$ cat src/rtl/icache_axi_rd_bridge_pkg.sv
`default_nettype none
// +-----------------------------------------------------------------------+
// | icache_axi_rd_bridge_pkg                                              |
// | Shared AXI4 read-channel codes and defaults for the icache bridge.    |
// | Rev 1.0 - initial release                                             |
// +-----------------------------------------------------------------------+
package icache_axi_rd_bridge_pkg;

  localparam int          c_data_w       = 64;

  localparam logic [1:0]  c_resp_okay    = 2'b00;
  localparam logic [1:0]  c_resp_exokay  = 2'b01;
  localparam logic [1:0]  c_resp_slverr  = 2'b10;
  localparam logic [1:0]  c_resp_decerr  = 2'b11;

  localparam logic [1:0]  c_burst_incr   = 2'b01;
  localparam logic [2:0]  c_size_8b      = 3'b011;
  localparam logic [7:0]  c_len_single   = 8'd0;
  localparam logic [2:0]  c_arprot_dflt  = 3'b100;
  localparam logic [3:0]  c_arcache_dflt = 4'b0010;

  // Only a plain OKAY is acceptable for an instruction refill.
  function automatic logic resp_is_bad(input logic [1:0] resp);
    return resp != c_resp_okay;
  endfunction

endpackage
`default_nettype wire

$ cat src/rtl/icache_axi_rd_bridge_if.sv
`default_nettype none
// +-----------------------------------------------------------------------+
// | icache_axi_rd_bridge_if                                               |
// | AXI4 AR/R channel bundle between the icache bridge and interconnect.  |
// | Rev 1.0 - initial release                                             |
// +-----------------------------------------------------------------------+
interface icache_axi_rd_bridge_if
  import icache_axi_rd_bridge_pkg::*;
#(
  parameter int ID_W   = 4,
  parameter int ADDR_W = 64
);

  logic                arvalid;
  logic                arready;
  logic [ADDR_W-1:0]   araddr;
  logic [ID_W-1:0]     arid;
  logic [7:0]          arlen;
  logic [2:0]          arsize;
  logic [1:0]          arburst;
  logic [2:0]          arprot;
  logic [3:0]          arcache;

  logic                rvalid;
  logic                rready;
  logic [c_data_w-1:0] rdata;
  logic [1:0]          rresp;
  logic                rlast;
  logic [ID_W-1:0]     rid;

  modport master (
    output arvalid, araddr, arid, arlen, arsize, arburst, arprot, arcache, rready,
    input  arready, rvalid, rdata, rresp, rlast, rid
  );

  modport slave (
    input  arvalid, araddr, arid, arlen, arsize, arburst, arprot, arcache, rready,
    output arready, rvalid, rdata, rresp, rlast, rid
  );

endinterface
`default_nettype wire

$ cat src/rtl/icache_axi_rd_bridge.sv
`default_nettype none
// +-----------------------------------------------------------------------+
// | icache_axi_rd_bridge                                                  |
// | Turns each icache refill request into one single-beat AXI4 read.      |
// | Rev 1.0 - initial release                                             |
// +-----------------------------------------------------------------------+
module icache_axi_rd_bridge
  import icache_axi_rd_bridge_pkg::*;
#(
  parameter int ID_W   = 4,
  parameter int AXI_ID = 0,
  parameter int ADDR_W = 64
)(
  input  wire logic                clk,
  input  wire logic                rst,
  input  wire logic                cache_read_ena,
  input  wire logic [ADDR_W-1:0]   cache_addr,
  output logic      [c_data_w-1:0] cache_in_data,
  output logic                     cache_in_valid,
  input  wire logic                cache_read_resp,
  output logic                     rd_err,
  icache_axi_rd_bridge_if.master   axi
);

  typedef enum logic [3:0] {
    S_IDLE = 4'b0001,
    S_AR   = 4'b0010,
    S_R    = 4'b0100,
    S_RESP = 4'b1000
  } state_t;

  localparam logic [ID_W-1:0] c_axi_id = ID_W'(AXI_ID);

  state_t              r_state;
  state_t              w_state_nxt;
  logic [ADDR_W-1:0]   r_araddr;
  logic [c_data_w-1:0] r_data;
  logic                r_err;
  logic                r_got_beat;
  logic                r_rd_err;

  logic                w_start;
  logic                w_beat;
  logic                w_beat_bad;
  logic                w_err_acc;
  logic                w_unused_addr_lsbs;

  assign w_unused_addr_lsbs = ^cache_addr[2:0];

  assign w_start    = (r_state == S_IDLE) && cache_read_ena;
  assign w_beat     = (r_state == S_R) && axi.rvalid;
  // A first beat without rlast means the slave ignored arlen=0.
  assign w_beat_bad = resp_is_bad(axi.rresp) || (axi.rid != c_axi_id) ||
                      (!r_got_beat && !axi.rlast);
  assign w_err_acc  = r_err || w_beat_bad;

  always_ff @(posedge clk or negedge rst) begin
    if (!rst) begin
      r_state <= S_IDLE;
    end else begin
      r_state <= w_state_nxt;
    end
  end

  always_comb begin
    w_state_nxt = r_state;
    case (r_state)
      S_IDLE:  if (cache_read_ena)        w_state_nxt = S_AR;
      S_AR:    if (axi.arready)           w_state_nxt = S_R;
      S_R:     if (w_beat && axi.rlast)   w_state_nxt = S_RESP;
      S_RESP:  if (cache_read_resp)       w_state_nxt = S_IDLE;
      default:                            w_state_nxt = S_IDLE;
    endcase
  end

  always_ff @(posedge clk or negedge rst) begin
    if (!rst) begin
      r_araddr   <= '0;
      r_data     <= '0;
      r_err      <= 1'b0;
      r_got_beat <= 1'b0;
      r_rd_err   <= 1'b0;
    end else begin
      r_rd_err <= 1'b0;
      if (w_start) begin
        r_araddr   <= {cache_addr[ADDR_W-1:3], 3'b000};
        r_err      <= 1'b0;
        r_got_beat <= 1'b0;
      end
      if (w_beat) begin
        r_err      <= w_err_acc;
        r_got_beat <= 1'b1;
        if (!r_got_beat) begin
          r_data <= axi.rdata;
        end
        // Registered so the pulse lands in the first RESP cycle.
        if (axi.rlast) begin
          r_rd_err <= w_err_acc;
        end
      end
    end
  end

  assign axi.arvalid  = (r_state == S_AR);
  assign axi.araddr   = r_araddr;
  assign axi.arid     = c_axi_id;
  assign axi.arlen    = c_len_single;
  assign axi.arsize   = c_size_8b;
  assign axi.arburst  = c_burst_incr;
  assign axi.arprot   = c_arprot_dflt;
  assign axi.arcache  = c_arcache_dflt;
  assign axi.rready   = (r_state == S_R);

  assign cache_in_valid = (r_state == S_RESP);
  assign cache_in_data  = r_data;
  assign rd_err         = r_rd_err;

endmodule
`default_nettype wire

$ cat src/flat_wrapper.sv
// flat-port wrapper written by rule: the top's interface ports become plain ports
module icache_axi_rd_bridge_flat import icache_axi_rd_bridge_pkg::*;
#(
  parameter int ID_W   = 4,
  parameter int AXI_ID = 0,
  parameter int ADDR_W = 64
)
  (clk, rst, cache_read_ena, cache_addr, cache_in_data, cache_in_valid, cache_read_resp, rd_err, axi_arvalid, axi_araddr, axi_arid, axi_arlen, axi_arsize, axi_arburst, axi_arprot, axi_arcache, axi_rready, axi_arready, axi_rvalid, axi_rdata, axi_rresp, axi_rlast, axi_rid);
  icache_axi_rd_bridge_if #(.ID_W(ID_W), .ADDR_W(ADDR_W)) axi_i ();
  input  wire logic clk;
  input  wire logic rst;
  input  wire logic cache_read_ena;
  input  wire logic [ADDR_W-1:0] cache_addr;
  output logic      [c_data_w-1:0] cache_in_data;
  output logic cache_in_valid;
  input  wire logic cache_read_resp;
  output logic rd_err;
  output wire logic [$bits(axi_i.arvalid)-1:0] axi_arvalid;
  output wire logic [$bits(axi_i.araddr)-1:0] axi_araddr;
  output wire logic [$bits(axi_i.arid)-1:0] axi_arid;
  output wire logic [$bits(axi_i.arlen)-1:0] axi_arlen;
  output wire logic [$bits(axi_i.arsize)-1:0] axi_arsize;
  output wire logic [$bits(axi_i.arburst)-1:0] axi_arburst;
  output wire logic [$bits(axi_i.arprot)-1:0] axi_arprot;
  output wire logic [$bits(axi_i.arcache)-1:0] axi_arcache;
  output wire logic [$bits(axi_i.rready)-1:0] axi_rready;
  input wire logic [$bits(axi_i.arready)-1:0] axi_arready;
  input wire logic [$bits(axi_i.rvalid)-1:0] axi_rvalid;
  input wire logic [$bits(axi_i.rdata)-1:0] axi_rdata;
  input wire logic [$bits(axi_i.rresp)-1:0] axi_rresp;
  input wire logic [$bits(axi_i.rlast)-1:0] axi_rlast;
  input wire logic [$bits(axi_i.rid)-1:0] axi_rid;
  assign axi_arvalid = axi_i.arvalid;
  assign axi_araddr = axi_i.araddr;
  assign axi_arid = axi_i.arid;
  assign axi_arlen = axi_i.arlen;
  assign axi_arsize = axi_i.arsize;
  assign axi_arburst = axi_i.arburst;
  assign axi_arprot = axi_i.arprot;
  assign axi_arcache = axi_i.arcache;
  assign axi_rready = axi_i.rready;
  assign axi_i.arready = axi_arready;
  assign axi_i.rvalid = axi_rvalid;
  assign axi_i.rdata = axi_rdata;
  assign axi_i.rresp = axi_rresp;
  assign axi_i.rlast = axi_rlast;
  assign axi_i.rid = axi_rid;
  icache_axi_rd_bridge #(.ID_W(ID_W), .AXI_ID(AXI_ID), .ADDR_W(ADDR_W)) u_core (.clk(clk), .rst(rst), .cache_read_ena(cache_read_ena), .cache_addr(cache_addr), .cache_in_data(cache_in_data), .cache_in_valid(cache_in_valid), .cache_read_resp(cache_read_resp), .rd_err(rd_err), .axi(axi_i));
endmodule
$ cat config.mk
export PLATFORM = sky130hd
export DESIGN_NAME = icache_axi_rd_bridge_flat
export DESIGN_NICKNAME = d
export VERILOG_FILES = /design/src/rtl/icache_axi_rd_bridge_pkg.sv /design/src/rtl/icache_axi_rd_bridge_if.sv /design/src/rtl/icache_axi_rd_bridge.sv /design/src/flat_wrapper.sv
export SDC_FILE = /design/constraint.sdc
export NUM_CORES = 1
export LEC_CHECK = 0
export CAP_MARGIN = 0
export CORE_AREA = 8 8 108 110
export CTS_CLUSTER_DIAMETER = 60
export DETAILED_ROUTE_END_ITERATION = 6
export DIE_AREA = 0 0 116 118
export DONT_BUFFER_PORTS = 1
export PLACE_DENSITY_LB_ADDON = 0.1
export SLEW_MARGIN = 0
export SYNTH_ARGS = -nofsm -noshare
export SYNTH_HDL_FRONTEND = slang
export SYNTH_SLANG_ARGS = --single-unit
$ cat constraint.sdc
create_clock -name clk -period 2.6 [get_ports clk]
set_clock_uncertainty 0.2 [all_clocks]
set_input_delay 0.52 -clock clk [delete_from_list [all_inputs] [get_ports clk]]
set_output_delay 0.52 -clock clk [all_outputs]
set_load 0.005 [all_outputs]
==> results.ini, run 1 <==
[logic_synthesis]
synth_cells = 330
synth_ff_type = dfrtp_1
yosys-top-cells-area = dfrtp_1 62%, mux2_2 26%, buf_4 4.1%, buf_6 2.6%, mux2_1 1.1%
synth_largest_area_cell = dfrtp_1
avgSynthCellArea_sq_um = 16.0
ys_seq_area_frac = 0.625
ys_types = 26
async_flop_share = 1.00
synth_edf_count = 0
ys_warn_count = 0
syn-cell-area_sq_mm = 0.00529
ys_seq_elements = 132
synth_top_cell_area_share = 0.620
ys_top_cells_by_count = 131 x dfrtp_1, 120 x mux2_2, 29 x buf_4
synth_most_common_cell = dfrtp_1

[cts]
cts_made_buffers = 17
cts_sinks = 132
clk_path_buf_depth = 2
ctsHoldBuffers = 101
cts.root.buffer_cell = clkbuf_8
htree_levels = 4
ctsResizeCount = 0
post_cts_buffers = 0

[outcome]
lastStage = 4_1_cts
tool.error = [ERROR RSZ-0060] Max buffer count reached.
status = aborted with a tool error

[floorplan]
io_pins = 297
die_x_um = 116
die_h_um = 118
rows = 37
start_util = 0.529

[placement]
hpwl_mm = 9.32
place_congestion = 0.701
port_buffers = 0

-- stage by stage --
step / hold slack (ns) / cell area (sq um) / worst slack, ns / instances
floorplan: 0.0244 / 5380 / 0.811 / 355
global placement: 0.0275 / 5250 / 0.679 / 454
detailed placement: 0.0285 / 5250 / 0.662 / 454
-- logic make-up after synthesis --
group	after synthesis	share of synthesized area
AO/OA/AOI/OAI	8	0.0104
buffers and inverters	43	0.0682
flip-flops	132	0.625
multiplexers	126	0.268
other	2	0.00142
AND/OR/NAND/NOR	19	0.0267
==> run 2, diff against run 1 <==
Settings changed: CORE_AREA 8 8 108 110 to not set, CORE_MARGIN set to 8, CORE_UTILIZATION set to 40, CTS_CLUSTER_DIAMETER 60 to not set, DIE_AREA 0 0 116 118 to not set, PLACE_DENSITY_LB_ADDON 0.1 to 0.15.
==> results.ini, run 2 <==
[cts]
ctsResizeCount = 0  ; unchanged
cts_tree = yes
clock_latency_ns = 0.41
clk_pin_slew_ns = 0.06
cts_sinks = 132  ; unchanged
clk_path_buf_depth = 2  ; unchanged
htree_levels = 4  ; unchanged
cts.root.buffer_cell = clkbuf_16  ; was clkbuf_8
post_cts_buffers = 0  ; unchanged
cts_made_buffers = 17  ; unchanged

[power]
powerDensity_mw_per_mm2 = 1170
power_leakage_uw = 0.00276
finalPower_uw = 6870
ir_worst_vdd_mv = 0.432

[placement]
port_buffers = 0  ; unchanged
place_congestion = 0.684  ; was 0.701
hpwl_mm = 8.93  ; was 9.32 mm
placed_cell_area_sq_mm = 0.00532  ; was 0.00525 sq mm

[floorplan]
die_h_um = 131  ; was 118 um
die-area_sq_mm = 0.0172
start_util = 0.404  ; was 0.529
core-area_sq_mm = 0.0131
rows = 42  ; was 37
die_x_um = 131  ; was 116 um
io_pins = 297  ; unchanged

[setup_path]
cp.required_ns = 1.88
cp_slowest_cell = dfrtp_1
r2r_start = u_core.r_state[0]
cp-start-kind = flip-flop
path_max_fanout = 9
end_kind = primary output
crit_type = flip-flop to primary output
crit_path_start = u_core.r_state[1]
critPathArrivalTime_ns = 1.58
slowest_delay_ns = 0.58
worstPathCellList = inv_1 > nor4_1 > buf_4

[logic_synthesis]
synth_largest_area_cell = dfrtp_1  ; unchanged
ys_warn_count = 0  ; unchanged
async_flop_share = 1.00  ; unchanged
synth_ff_type = dfrtp_1  ; unchanged
ys_types = 26  ; unchanged
syn-cell-area_sq_mm = 0.00529  ; unchanged
ys_seq_area_frac = 0.625  ; unchanged
avgSynthCellArea_sq_um = 16.0  ; unchanged
yosys-top-cells-area = dfrtp_1 62%, mux2_2 26%, buf_4 4.1%, buf_6 2.6%, mux2_1 1.1%  ; unchanged
synth_top_cell_area_share = 0.620  ; unchanged
synth_most_common_cell = dfrtp_1  ; unchanged
synth_edf_count = 0  ; unchanged
ys_top_cells_by_count = 131 x dfrtp_1, 120 x mux2_2, 29 x buf_4  ; unchanged
ys_seq_elements = 132  ; unchanged
synth_cells = 330  ; unchanged

[layout]
antenna_cells = 0
mostFrequentLayoutCells = 131 x dfrtp_1, 120 x mux2_2, 27 x conb_1
drive_above_1_share = 0.454
nets = 478
final_common_cell = dfrtp_1
areaGrowthSynthToFinish_pct = 11.3
final_cell_area_sq_mm = 0.00589
largest_reg_flops = 64

[route]
first_pass_iters = 4
vias = 2558
drtIter0Drc = 80
wl_per_cell_um = 22.3
drc = 0
ant_nets = 0
viasPerCell = 4.86
drt-total-wl_mm = 11.8

[run]
max_cap_violations = 0

[outcome]
status = complete, but fails checks  ; was aborted with a tool error
violations = hold timing

[global_route]
use_met2 = 0.228
track_usage = 0.134
busiest_layer = met2
met1_usage = 0.131
use_met3 = 0.0763
grt_max_degree = 133
grt_pass1_vias = 2863
grt_first_pass_wirelength_mm = 17.0
grt-ovfl-total = 0
antenna_found_initial = 0

[timing]
min_period_ns = 2.30
max_clock_freq_mhz = 435
hold_viol_final = 132
setup_tns_ns = 0
setup_viol = 0
slew_viol_final = 0
rsz0062_at_grt = no
fin_hold_ws_ns = -0.397
post-route-period-util = 0.883

[worst_hold_path]
hold_path_class = input port to async pin

## run 2: cell counts after synthesis
No cell type changed its count.
## run 2: area by class of cell
class	instances	area [sq um]
Timing Repair Buffer	4	67.6
Inverter	2	7.51
Clock inverter	7	45.0
Tap cell	176	220
Sequential cell	132	3300
Clock buffer	25	526
Fill cell	1164	7200
Multi-Input combinational cell	180	1720
## run 2: path summary, 6_finish.rpt
kind,depth (start not counted),end,slack (ns)
min in group clk,1,u_core.axi.araddr[7],0.05
max in group asynchronous,0,u_core.r_state[0],2.30
worst max register to register,4,u_core.axi.araddr[51],0.54
worst max-delay path,3,axi_arvalid,0.30
worst min-delay path,0,u_core.axi.araddr[26],-0.40
worst min register to register,1,u_core.axi.araddr[6],0.34
## run 2: critical path, delay by kind of cell, from the launching register on
family                 cells  cell delay, ns
buffers and inverters      2            0.29
DFF                        1            0.58
and+or+nand+nor            1            0.30
## run 2: routing by layer
metal	wire length (um)	part of all wire
met5	0	0
met4	109	0.0093
met3	1560	0.13
met2	6280	0.53
met1	3810	0.32
## run 2: cell families after synthesis
logic type	Yosys count	synth area share
and+or+nand+nor	19	0.0267
AOI/OAI and AO/OA	8	0.0104
DFF	132	0.625
buffers and inverters	43	0.0682
muxes	126	0.268
other	2	0.00142
## run 2: report_power, final
group	internal, uW	total (uW)	switching, uW
registers	2830	3500	669
clock network	1390	2220	827
logic	762	1150	387
total	4990	6870	1880
## run 2: per-stage QoR
| stage | instances | utilization | setup WS [ns] | hold WS, ns |
|---|---|---|---|---|
| 2_1_floorplan | 355 | - | 0.811 | 0.0244 |
| 3_3_place_gp | 494 | 0.406 | 0.559 | 0.0277 |
| 3_5_place_dp | 494 | 0.406 | 0.531 | 0.0272 |
| 4_1_cts | 526 | 0.450 | 0.285 | -0.424 |
| 5_1_grt | 526 | 0.450 | 0.171 | -0.430 |
| 6_report | 526 | 0.450 | 0.304 | -0.397 |
Note: power is estimated with default switching activity, not from simulation.
==> run 3, diff against run 2 <==
Settings changed: MAX_ROUTING_LAYER set to met4.
==> results.ini, run 3 (synthesis results as in run 2) <==
[outcome]
status = complete, but fails checks  ; unchanged
violations = hold timing  ; unchanged

[cts]
cts.root.buffer_cell = clkbuf_16  ; unchanged
cts_sinks = 132  ; unchanged
clk_path_buf_depth = 2  ; unchanged
cts_made_buffers = 17  ; unchanged
clock_latency_ns = 0.41  ; about the same
post_cts_buffers = 0  ; unchanged
clk_pin_slew_ns = 0.06  ; about the same
htree_levels = 4  ; unchanged
ctsResizeCount = 0  ; unchanged
cts_tree = yes  ; unchanged

[setup_path]
cp-start-kind = flip-flop  ; unchanged
path_max_fanout = 9  ; unchanged
crit_type = flip-flop to primary output  ; unchanged
critPathArrivalTime_ns = 1.57  ; was 1.58 ns
cp.required_ns = 1.88  ; about the same
end_kind = primary output  ; unchanged

[timing]
fin_hold_ws_ns = -0.396  ; was -0.397 ns
hold_viol_final = 132  ; unchanged
layout_setup_ws_ns = 0.312  ; was 0.304 ns
slew_viol_final = 0  ; unchanged
rsz0062_at_grt = no  ; unchanged
max_clock_freq_mhz = 437  ; was 435 MHz
setup_viol = 0  ; unchanged
setup_tns_ns = 0  ; unchanged
post-route-period-util = 0.880  ; was 0.883
min_period_ns = 2.29  ; was 2.30 ns

[floorplan]
die_h_um = 131  ; unchanged
core-area_sq_mm = 0.0131  ; unchanged
io_pins = 297  ; unchanged
die_x_um = 131  ; unchanged
rows = 42  ; unchanged
die-area_sq_mm = 0.0172  ; unchanged
start_util = 0.404  ; unchanged

[placement]
placed_cell_area_sq_mm = 0.00532  ; unchanged
place_congestion = 0.691  ; was 0.684
place_ws_ns = 0.531  ; unchanged
hpwl_mm = 8.93  ; unchanged
port_buffers = 0  ; unchanged

[route]
drt-total-wl_mm = 11.8  ; about the same
drtIter0Drc = 101  ; was 80
wl_per_cell_um = 22.5  ; was 22.3 um
drc = 0  ; unchanged
first_pass_iters = 4  ; unchanged
vias = 2548  ; was 2558
ant_nets = 0  ; unchanged
viasPerCell = 4.84  ; was 4.86

[power]
intPower_uw = 4990  ; about the same
powerDensity_mw_per_mm2 = 1170  ; about the same
ir_worst_vdd_mv = 0.433  ; was 0.432 mV
switching_share = 0.274  ; about the same
power_leakage_uw = 0.00276  ; unchanged
pwr-share-comb = 0.167  ; about the same
p_sw_uw = 1890  ; was 1880 uW
power_frac_seq = 0.510  ; about the same
p_clk_frac = 0.323  ; about the same

[global_route]
grt-ovfl-total = 0  ; unchanged
antenna_found_initial = 0  ; unchanged
grt_first_pass_wirelength_mm = 17.0  ; unchanged
track_usage = 0.139  ; was 0.134
grt_max_degree = 133  ; unchanged
grt_pass1_vias = 2859  ; was 2863

[layout]
mostFrequentLayoutCells = 131 x dfrtp_1, 120 x mux2_2, 27 x conb_1  ; unchanged
fin_util = 0.450  ; unchanged
largest_reg_flops = 64  ; unchanged
areaGrowthSynthToFinish_pct = 11.3  ; unchanged
drive_above_1_share = 0.454  ; unchanged
antenna_cells = 0  ; unchanged
nets = 478  ; unchanged
final_cell_area_sq_mm = 0.00589  ; unchanged
final_common_cell = dfrtp_1  ; unchanged

[worst_hold_path]
hold_path_class = input port to async pin  ; unchanged

[run]
max_cap_violations = 0  ; unchanged

run 3: cell counts in the layout (fill, tap and decap cells not counted):
Identical to the previous run, type by type.
run 3: through the flow:
step                      cells  total power (uW)
final                       526              6870
after global routing        526              7280
after CTS                   526              7010
after detailed placement    494              4760
after global placement      494              4700
after floorplan             355              4400
run 3: path summary, 6_finish.rpt:
path	slack, ns	to	start	depth (start not counted)
hold reg to reg	0.34	u_core.axi.araddr[6]	u_core.axi.araddr[6]	1
hold / removal	-0.40	u_core.axi.araddr[26]	rst	0
max in group asynchronous	2.28	u_core.r_state[0]	rst	0
min in group clk	0.05	u_core.axi.araddr[7]	cache_addr[7]	1
setup / recovery	0.31	axi_arvalid	u_core.r_state[1]	3
setup reg to reg	0.54	u_core.axi.araddr[51]	u_core.r_state[0]	4
run 3: layout make-up:
class	instances	area [sq um]
inverters	2	7.51
clock inverters	7	45.0
multi-input cells	180	1720
repair buffers	4	67.6
clock buffers	25	526
flip-flops and latches	132	3300
fillers	1164	7200
well taps	176	220
run 3: worst max-delay path: stages (launching register included):
cell and delay [ns]:
dfrtp_1 0.58, inv_1 0.11, nor4_1 0.29, buf_4 0.18
run 3: metal layers:
metal	track usage	vias up	part of all wire
met5	-	-	0
met4	0.0587	0	0.013
met3	0.0682	13	0.12
met2	0.227	147	0.53
met1	0.138	1273	0.34
li1	-	1115	-
run 3: power by group through the flow:
stage	Clock, uW	Combinational (uW)	Sequential [uW]
5_1_grt	2400	1270	3620
3_3_place_gp	0	1120	3580
6_report	2220	1150	3500
2_1_floorplan	0	1120	3280
4_1_cts	2290	1170	3550
3_5_place_dp	0	1180	3580
==> run 4, diff against run 3 <==
Settings changed: CELL_PAD_IN_SITES_DETAIL_PLACEMENT set to 1, CELL_PAD_IN_SITES_GLOBAL_PLACEMENT set to 1, CORE_UTILIZATION 40 to 52.
==> results.ini, run 4 <==
[placement]
port_buffers = 0  ; unchanged
place_congestion = 0.793  ; was 0.691
hpwl_mm = 9.85  ; was 8.93 mm

[logic_synthesis]
synth_top_cell_area_share = 0.620  ; unchanged
synth_cells = 330  ; unchanged
synth_most_common_cell = dfrtp_1  ; unchanged
async_flop_share = 1.00  ; unchanged
yosys-top-cells-area = dfrtp_1 62%, mux2_2 26%, buf_4 4.1%, buf_6 2.6%, mux2_1 1.1%  ; unchanged
ys_seq_elements = 132  ; unchanged
ys_types = 26  ; unchanged
synth_edf_count = 0  ; unchanged
avgSynthCellArea_sq_um = 16.0  ; unchanged
syn-cell-area_sq_mm = 0.00529  ; unchanged
synth_largest_area_cell = dfrtp_1  ; unchanged
ys_seq_area_frac = 0.625  ; unchanged
ys_top_cells_by_count = 131 x dfrtp_1, 120 x mux2_2, 29 x buf_4  ; unchanged
ys_warn_count = 0  ; unchanged
synth_ff_type = dfrtp_1  ; unchanged

[floorplan]
die_x_um = 117  ; was 131 um
die_h_um = 117  ; was 131 um
rows = 37  ; was 42
start_util = 0.524  ; was 0.404
io_pins = 297  ; unchanged

[cts]
cts_sinks = 132  ; unchanged
htree_levels = 4  ; unchanged
post_cts_buffers = 0  ; unchanged
ctsHoldBuffers = 101
ctsResizeCount = 0  ; unchanged
cts_made_buffers = 17  ; unchanged
clk_path_buf_depth = 2  ; unchanged
cts.root.buffer_cell = clkbuf_8  ; was clkbuf_16

[outcome]
lastStage = 4_1_cts
status = aborted with a tool error  ; was complete, but fails checks
tool.error = [ERROR RSZ-0060] Max buffer count reached.

==> run 4: cell counts after synthesis <==
Identical to the previous run, type by type.
==> run 4: cells by family after synthesis <==
kind of cell	share of synthesized area
other	0.00142
AO/OA/AOI/OAI	0.0104
multiplexers	0.268
flip-flops	0.625
AND/OR/NAND/NOR	0.0267
buffers and inverters	0.0682
==> run 4: stage by stage <==
| step | cell area [sq um] | setup slack [ns] | instances | util |
|---|---|---|---|---|
| detailed placement | 5250 | 0.434 | 454 | 0.520 |
| floorplan | 5380 | 0.811 | 355 | - |
| global placement | 5250 | 0.488 | 454 | 0.520 |
